`config.mk`:
```
export PLATFORM = sky130hd
export DESIGN_NAME = cla_mw_sched
export DESIGN_NICKNAME = d
export VERILOG_FILES = /design/src/rtl/cla_pkg.sv /design/src/rtl/cla_64bit.sv /design/src/rtl/cla_mw_sched.sv
export SDC_FILE = /design/constraint.sdc
export NUM_CORES = 2
export LEC_CHECK = 0
export CORE_AREA = 2 2 299 301
export CTS_BUF_LIST = sky130_fd_sc_hd__clkbuf_16
export CTS_CLUSTER_SIZE = 14
export DETAILED_ROUTE_END_ITERATION = 16
export DIE_AREA = 0 0 301 303
export PLACE_DENSITY_LB_ADDON = 0.15
export SYNTH_ARGS = -nofsm -noshare
export SYNTH_HDL_FRONTEND = slang
export SYNTH_SLANG_ARGS = --single-unit
```
`constraint.sdc`:
```
create_clock -name CLK -period 16.52 [get_ports CLK]
set_input_delay 3.304 -clock CLK [delete_from_list [all_inputs] [get_ports CLK]]
set_output_delay 3.304 -clock CLK [all_outputs]
set_load 0.005 [all_outputs]
```
`src/rtl/cla_pkg.sv`:
```
// cla_pkg: shared definitions for the multi-word carry-lookahead adder
// sequencer.
//   WORD_W  - width of one pass through the cla_64bit datapath
//   NWORDS  - number of passes per operation (operand = WORD_W*NWORDS bits)
//   state_t - sequencer states IDLE, RUN and DONE
package cla_pkg;

    localparam int unsigned WORD_W = 64;
    localparam int unsigned NWORDS = 4;

    typedef enum logic [1:0] {
        IDLE = 2'd0,
        RUN  = 2'd1,
        DONE = 2'd2
    } state_t;

endpackage

```
`src/rtl/cla_64bit.sv`:
```
// cla_64bit: 64-bit two-level carry-lookahead adder. Each 4-bit group forms
// its own generate/propagate terms, and the carry chain steps from group to
// group rather than from bit to bit.
// Ports:
//   a, b  in  64 - addends
//   cin   in   1 - carry into bit 0
//   sum   out 64 - a + b + cin, modulo 2^64
//   cout  out  1 - carry out of bit 63
module cla_64bit (
    input  logic [63:0] a,
    input  logic [63:0] b,
    input  logic        cin,
    output logic [63:0] sum,
    output logic        cout
);

    logic [63:0] g;
    logic [63:0] p;
    logic [63:0] c;
    logic [15:0] gg;
    logic [15:0] gp;
    logic [16:0] gc;

    always_comb begin
        g  = a & b;
        p  = a ^ b;
        gg = '0;
        gp = '0;
        gc = '0;
        c  = '0;

        for (int unsigned k = 0; k < 16; k++) begin
            gp[k] = &p[4*k +: 4];
            gg[k] = g[4*k+3]
                  | (p[4*k+3] & g[4*k+2])
                  | (p[4*k+3] & p[4*k+2] & g[4*k+1])
                  | (p[4*k+3] & p[4*k+2] & p[4*k+1] & g[4*k]);
        end

        gc[0] = cin;
        for (int unsigned k = 0; k < 16; k++) begin
            gc[k+1] = gg[k] | (gp[k] & gc[k]);
        end

        // Group carry feeds bit 0 of each group; bits 1..3 resolve locally.
        for (int unsigned k = 0; k < 16; k++) begin
            c[4*k] = gc[k];
            for (int unsigned j = 0; j < 3; j++) begin
                c[4*k+j+1] = g[4*k+j] | (p[4*k+j] & c[4*k+j]);
            end
        end

        sum  = p ^ c;
        cout = gc[16];
    end

endmodule

```
`src/rtl/cla_mw_sched.sv`:
```
// cla_mw_sched: adds or subtracts WORD_W*NWORDS-bit operands by running a
// single cla_64bit over NWORDS passes, least-significant word first, and
// carrying between passes in a register.
// Ports:
//   CLK     in   1 - clock, rising edge
//   reset   in   1 - synchronous active-high reset
//   start   in   1 - begin an operation (accepted in IDLE only)
//   op_sub  in   1 - 0: A+B+cin, 1: A-B
//   in_a    in   W - operand A, captured with start
//   in_b    in   W - operand B, captured with start
//   cin     in   1 - carry-in for add, captured with start
//   busy    out  1 - operation in progress (RUN or DONE)
//   done    out  1 - one-cycle result-valid pulse
//   sum     out  W - result, held until the next accepted start
//   cout    out  1 - final carry; for subtract, 1 means no borrow
module cla_mw_sched #(
    parameter int unsigned WORD_W = cla_pkg::WORD_W,
    parameter int unsigned NWORDS = cla_pkg::NWORDS
) (
    input  logic                     CLK,
    input  logic                     reset,
    input  logic                     start,
    input  logic                     op_sub,
    input  logic [WORD_W*NWORDS-1:0] in_a,
    input  logic [WORD_W*NWORDS-1:0] in_b,
    input  logic                     cin,
    output logic                     busy,
    output logic                     done,
    output logic [WORD_W*NWORDS-1:0] sum,
    output logic                     cout
);

    localparam int unsigned IDX_W = (NWORDS > 1) ? $clog2(NWORDS) : 1;
    localparam logic [IDX_W-1:0] LAST = IDX_W'(NWORDS - 1);

    cla_pkg::state_t state;

    logic [WORD_W*NWORDS-1:0] a_q;
    logic [WORD_W*NWORDS-1:0] b_q;
    logic                     sub_q;
    logic                     carry;
    logic [IDX_W-1:0]         idx;

    logic [WORD_W-1:0] add_a;
    logic [WORD_W-1:0] add_b;
    logic [WORD_W-1:0] add_sum;
    logic              add_cout;

    // Subtract is A + ~B + 1: B is inverted per word here and the +1 comes
    // from the carry register being preset at start.
    always_comb begin
        add_a = a_q[idx*WORD_W +: WORD_W];
        add_b = b_q[idx*WORD_W +: WORD_W] ^ {WORD_W{sub_q}};
    end

    cla_64bit u_cla (
        .a    (add_a),
        .b    (add_b),
        .cin  (carry),
        .sum  (add_sum),
        .cout (add_cout)
    );

    always_ff @(posedge CLK) begin
        if (reset) begin
            state <= cla_pkg::IDLE;
            busy  <= 1'b0;
            done  <= 1'b0;
            sum   <= '0;
            cout  <= 1'b0;
            idx   <= '0;
            carry <= 1'b0;
            a_q   <= '0;
            b_q   <= '0;
            sub_q <= 1'b0;
        end else begin
            done <= 1'b0;
            case (state)
                cla_pkg::IDLE: begin
                    if (start) begin
                        a_q   <= in_a;
                        b_q   <= in_b;
                        sub_q <= op_sub;
                        carry <= op_sub ? 1'b1 : cin;
                        idx   <= '0;
                        sum   <= '0;
                        cout  <= 1'b0;
                        busy  <= 1'b1;
                        state <= cla_pkg::RUN;
                    end
                end
                cla_pkg::RUN: begin
                    sum[idx*WORD_W +: WORD_W] <= add_sum;
                    carry <= add_cout;
                    if (idx == LAST) begin
                        state <= cla_pkg::DONE;
                    end else begin
                        idx <= idx + 1'b1;
                    end
                end
                cla_pkg::DONE: begin
                    cout  <= carry;
                    done  <= 1'b1;
                    busy  <= 1'b0;
                    state <= cla_pkg::IDLE;
                end
                default: begin
                    busy  <= 1'b0;
                    state <= cla_pkg::IDLE;
                end
            endcase
        end
    end

endmodule

```
==> out/results.tsv <==
stage	metric	value	unit
place	io_buffers	775	
sta	finalCritPeriodShare	0.464	
synthesis	syn_nets	4285	
clock_network	cts_setup_buffers	0	
place	hpwl	86.3	mm
setup_path	critPathTopFamily	buffers and inverters	
clock_network	clkLatencyLatePin	0.64	ns
sta	fmax	131	MHz
floorplanning	ios	776	
sta	fin_crit	7.66	ns
grt	grt_pass1_vias	27000	
clock_network	clkTransAtPathRegs	0.06	ns
clock_network	cts_hold_buf	0	
synthesis	synth_cells	3652	
floorplanning	die-area	0.0912	sq mm
synthesis	async_flop_share	0	
detailed_routing	viasPerCell	5.19	
setup_path	crit_fanout	37	
clock_network	clock_sinks	777	
synthesis	ys.flop_type	dfxtp_1	
grt	grtUsageTotal	0.253	
run	cap_violations	0	
floorplanning	die_x	301	um
synthesis	netlist_area	0.0325	sq mm
clock_network	cts.path.max_buffers	3	
power	powerDensity	107	mW/mm^2
floorplanning	fp.dieH	303	um
grt	grt_overflow_total	0	
power	total_power	4.68	mW
sta	hold_violations	0	
clock_network	htreeDepth	3	
sta	rsz0062_at_grt	false	
synthesis	yosysWarnings	0	
floorplanning	initial_core_util	0.369	
detailed_routing	routed_wl	120	mm
detailed_routing	drc	0	
setup_path	timing.critical_path.from_type	flip-flop	
setup_path	critical-path-max-stage-delay	0.71	ns
setup_path	crit_slowest_cell	buf_4	
place	placedCellCount	5332	
detailed_routing	post_drt_wl_per_cell	21.8	um
synthesis	synth-seq-cells	777	
place	placed_area	0.0409	sq mm
detailed_routing	dr.pass1.iters	6	
detailed_routing	ant_nets	0	
synthesis	avgSynthCellArea	8.89	sq um
sta	setup_viol	0	
sta	slew_viol_final	0	
setup_path	required	17.08	ns
cells_and_area	post_route_cells_drive_above_1_share	0.0696	
synthesis	synth-edff-count	0	
place	place_congestion	0.845	
status	status	complete, no violations	
worst_hold_path	hold_path.class	flip-flop to flip-flop	
sta	setup_tns	0	ns
setup_path	worstSetupPathType	flip-flop to flip-flop	
cells_and_area	fin_cells	5516	
grt	grt_pass1_wl	174	mm
floorplanning	fp.coreArea	0.0880	sq mm
cells_and_area	final_area	0.0438	sq mm
clock_network	cts_buffers	88	
clock_network	cts-root-buf	clkbuf_16	
cells_and_area	syn_to_final_growth	34.9	%
sta	tightest_slew	1.19	ns
floorplanning	row_count	109	
grt	grt_max_degree	236	
setup_path	arrival	8.22	ns
sta	fin_skew	0.0323	ns
synthesis	yosysUniqueCellTypes	52	
setup_path	cp_cell_sequence	buf_4 -> buf_4 -> buf_4 -> mux4_2 -> xor2_1 -> ha_1 -> and3_1 -> a221o_1 -> a221oi_2 -> nand3_1 -> o21ai_2 -> o21ai_1 -> a2111o_1 -> fa_1 -> fa_1 -> fa_1 -> xor2_1 -> a22oi_1 -> nor2_1	
clock_network	tritoncts	yes	
power	peakVddDrop	0.0792	mV
clock_network	cts-resized-gates	0	
synthesis	ys_seq_area_frac	0.479	
setup_path	endpoint_kind	flip-flop	
detailed_routing	drtIter0Drc	2267	
power	p_leak	16.5	nW
setup_path	worst-path-buf-inv	3	
sta	hold_ws	0.449	ns
cells_and_area	layout.nets	4890	
detailed_routing	vias	28600	
sta	maxSlewHeadroom	0.209	
grt	antenna_found_initial	33	
## where the power goes
part | switching [mW] | internal, mW
combinational | 0.439 | 0.305
clock | 0.822 | 1.11
sequential | 0.0473 | 1.96
total | 1.31 | 3.37
## per-layer routing
metal | vias to the layer above | GRT usage | part of all wire
met5 | - | 0 | 0.00076
met4 | 14 | 0.0951 | 0.032
met3 | 184 | 0.0561 | 0.078
met2 | 1042 | 0.379 | 0.44
met1 | 13700 | 0.355 | 0.45
li1 | 13700 | - | -
## worst register-to-register path: cells and delay by family (launching register included)
kind            cells  cell delay [ns]
buf+inv             3             1.91
fa+ha+maj           4             1.70
compound gates      6             1.70
xor+xnor            2             0.68
mux                 1             0.61
flops               1             0.55
simple gates        3             0.48
## final timing paths
check,cells past startpoint,slack [ns],start,to
worst min-delay path,2,0.45,a_q[247],a_q[247]
worst max-delay path,19,8.86,idx[0],sum[183]
worst max register to register,19,8.86,idx[0],sum[183]
worst min register to register,2,0.45,a_q[247],a_q[247]
## cells in the final DEF, fill, tap and decap left out, types with 5 or more instances in the layout
master	count
or3_1	5
clkinv_2	15
clkdlybuf4s50_1	774
a21o_1	7
a21oi_1	565
o21ai_0	8
nand2_1	1041
clkinv_1	21
o21ai_1	8
a22oi_1	233
buf_4	26
fa_1	48
nor2b_1	5
diode_2	26
nor2_1	297
bufinv_16	8
nand3_1	9
nand4_1	5
xor2_1	77
dfxtp_1	774
mux4_2	128
ha_1	68
clkbuf_16	89
inv_1	39
## registers in the layout (all words and copies together), names as in the netlist
name and cells:
a_q 256, b_q 256, carry 1, done 1
idx 2, cout 1, sub_q 1, sum 256
state 2, busy 1
## layout make-up
class                      count  area (sq um)
clock inverter                69           576
antenna                       26          65.1
sequential                   777         15600
inverter                      24          90.1
multi-input combinational   2561         15800
fill                        8469         44200
timing repair buffer         805          8040
tap                         1165          1460
clock buffer                  89          2230
## through the flow
stage / util / setup WS (ns)
floorplan: - / 10.81
global placement: 0.465 / 8.72
detailed placement: 0.465 / 8.66
CTS: 0.497 / 8.62
global route: 0.498 / 8.21
finish: 0.498 / 8.86
## synthesized netlist by cell type (6+ instances only)
master	n	area, sq um
nand2_1	1042	3910
dfxtp_1	777	15600
a21oi_1	569	2850
nor2_1	297	1110
clkbuf_1	244	916
a22oi_1	233	1750
mux4_2	128	2880
xor2_1	77	674
ha_1	68	851
fa_1	48	961
buf_2	28	140
inv_1	24	90.1
buf_1	18	67.6
nand3_1	9	45.0
o21ai_0	8	40.0
o21ai_1	8	40.0
a21o_1	7	52.6
and3_1	6	37.5
## logic make-up after synthesis
family	share of synthesized area
AOI/OAI and AO/OA	0.152
adders and majority gates	0.0558
muxes	0.0888
buffers and inverters	0.0374
DFF	0.479
xor gates and xnor gates	0.0216
and+or+nand+nor	0.166
Power figures use the tool's default switching activity.
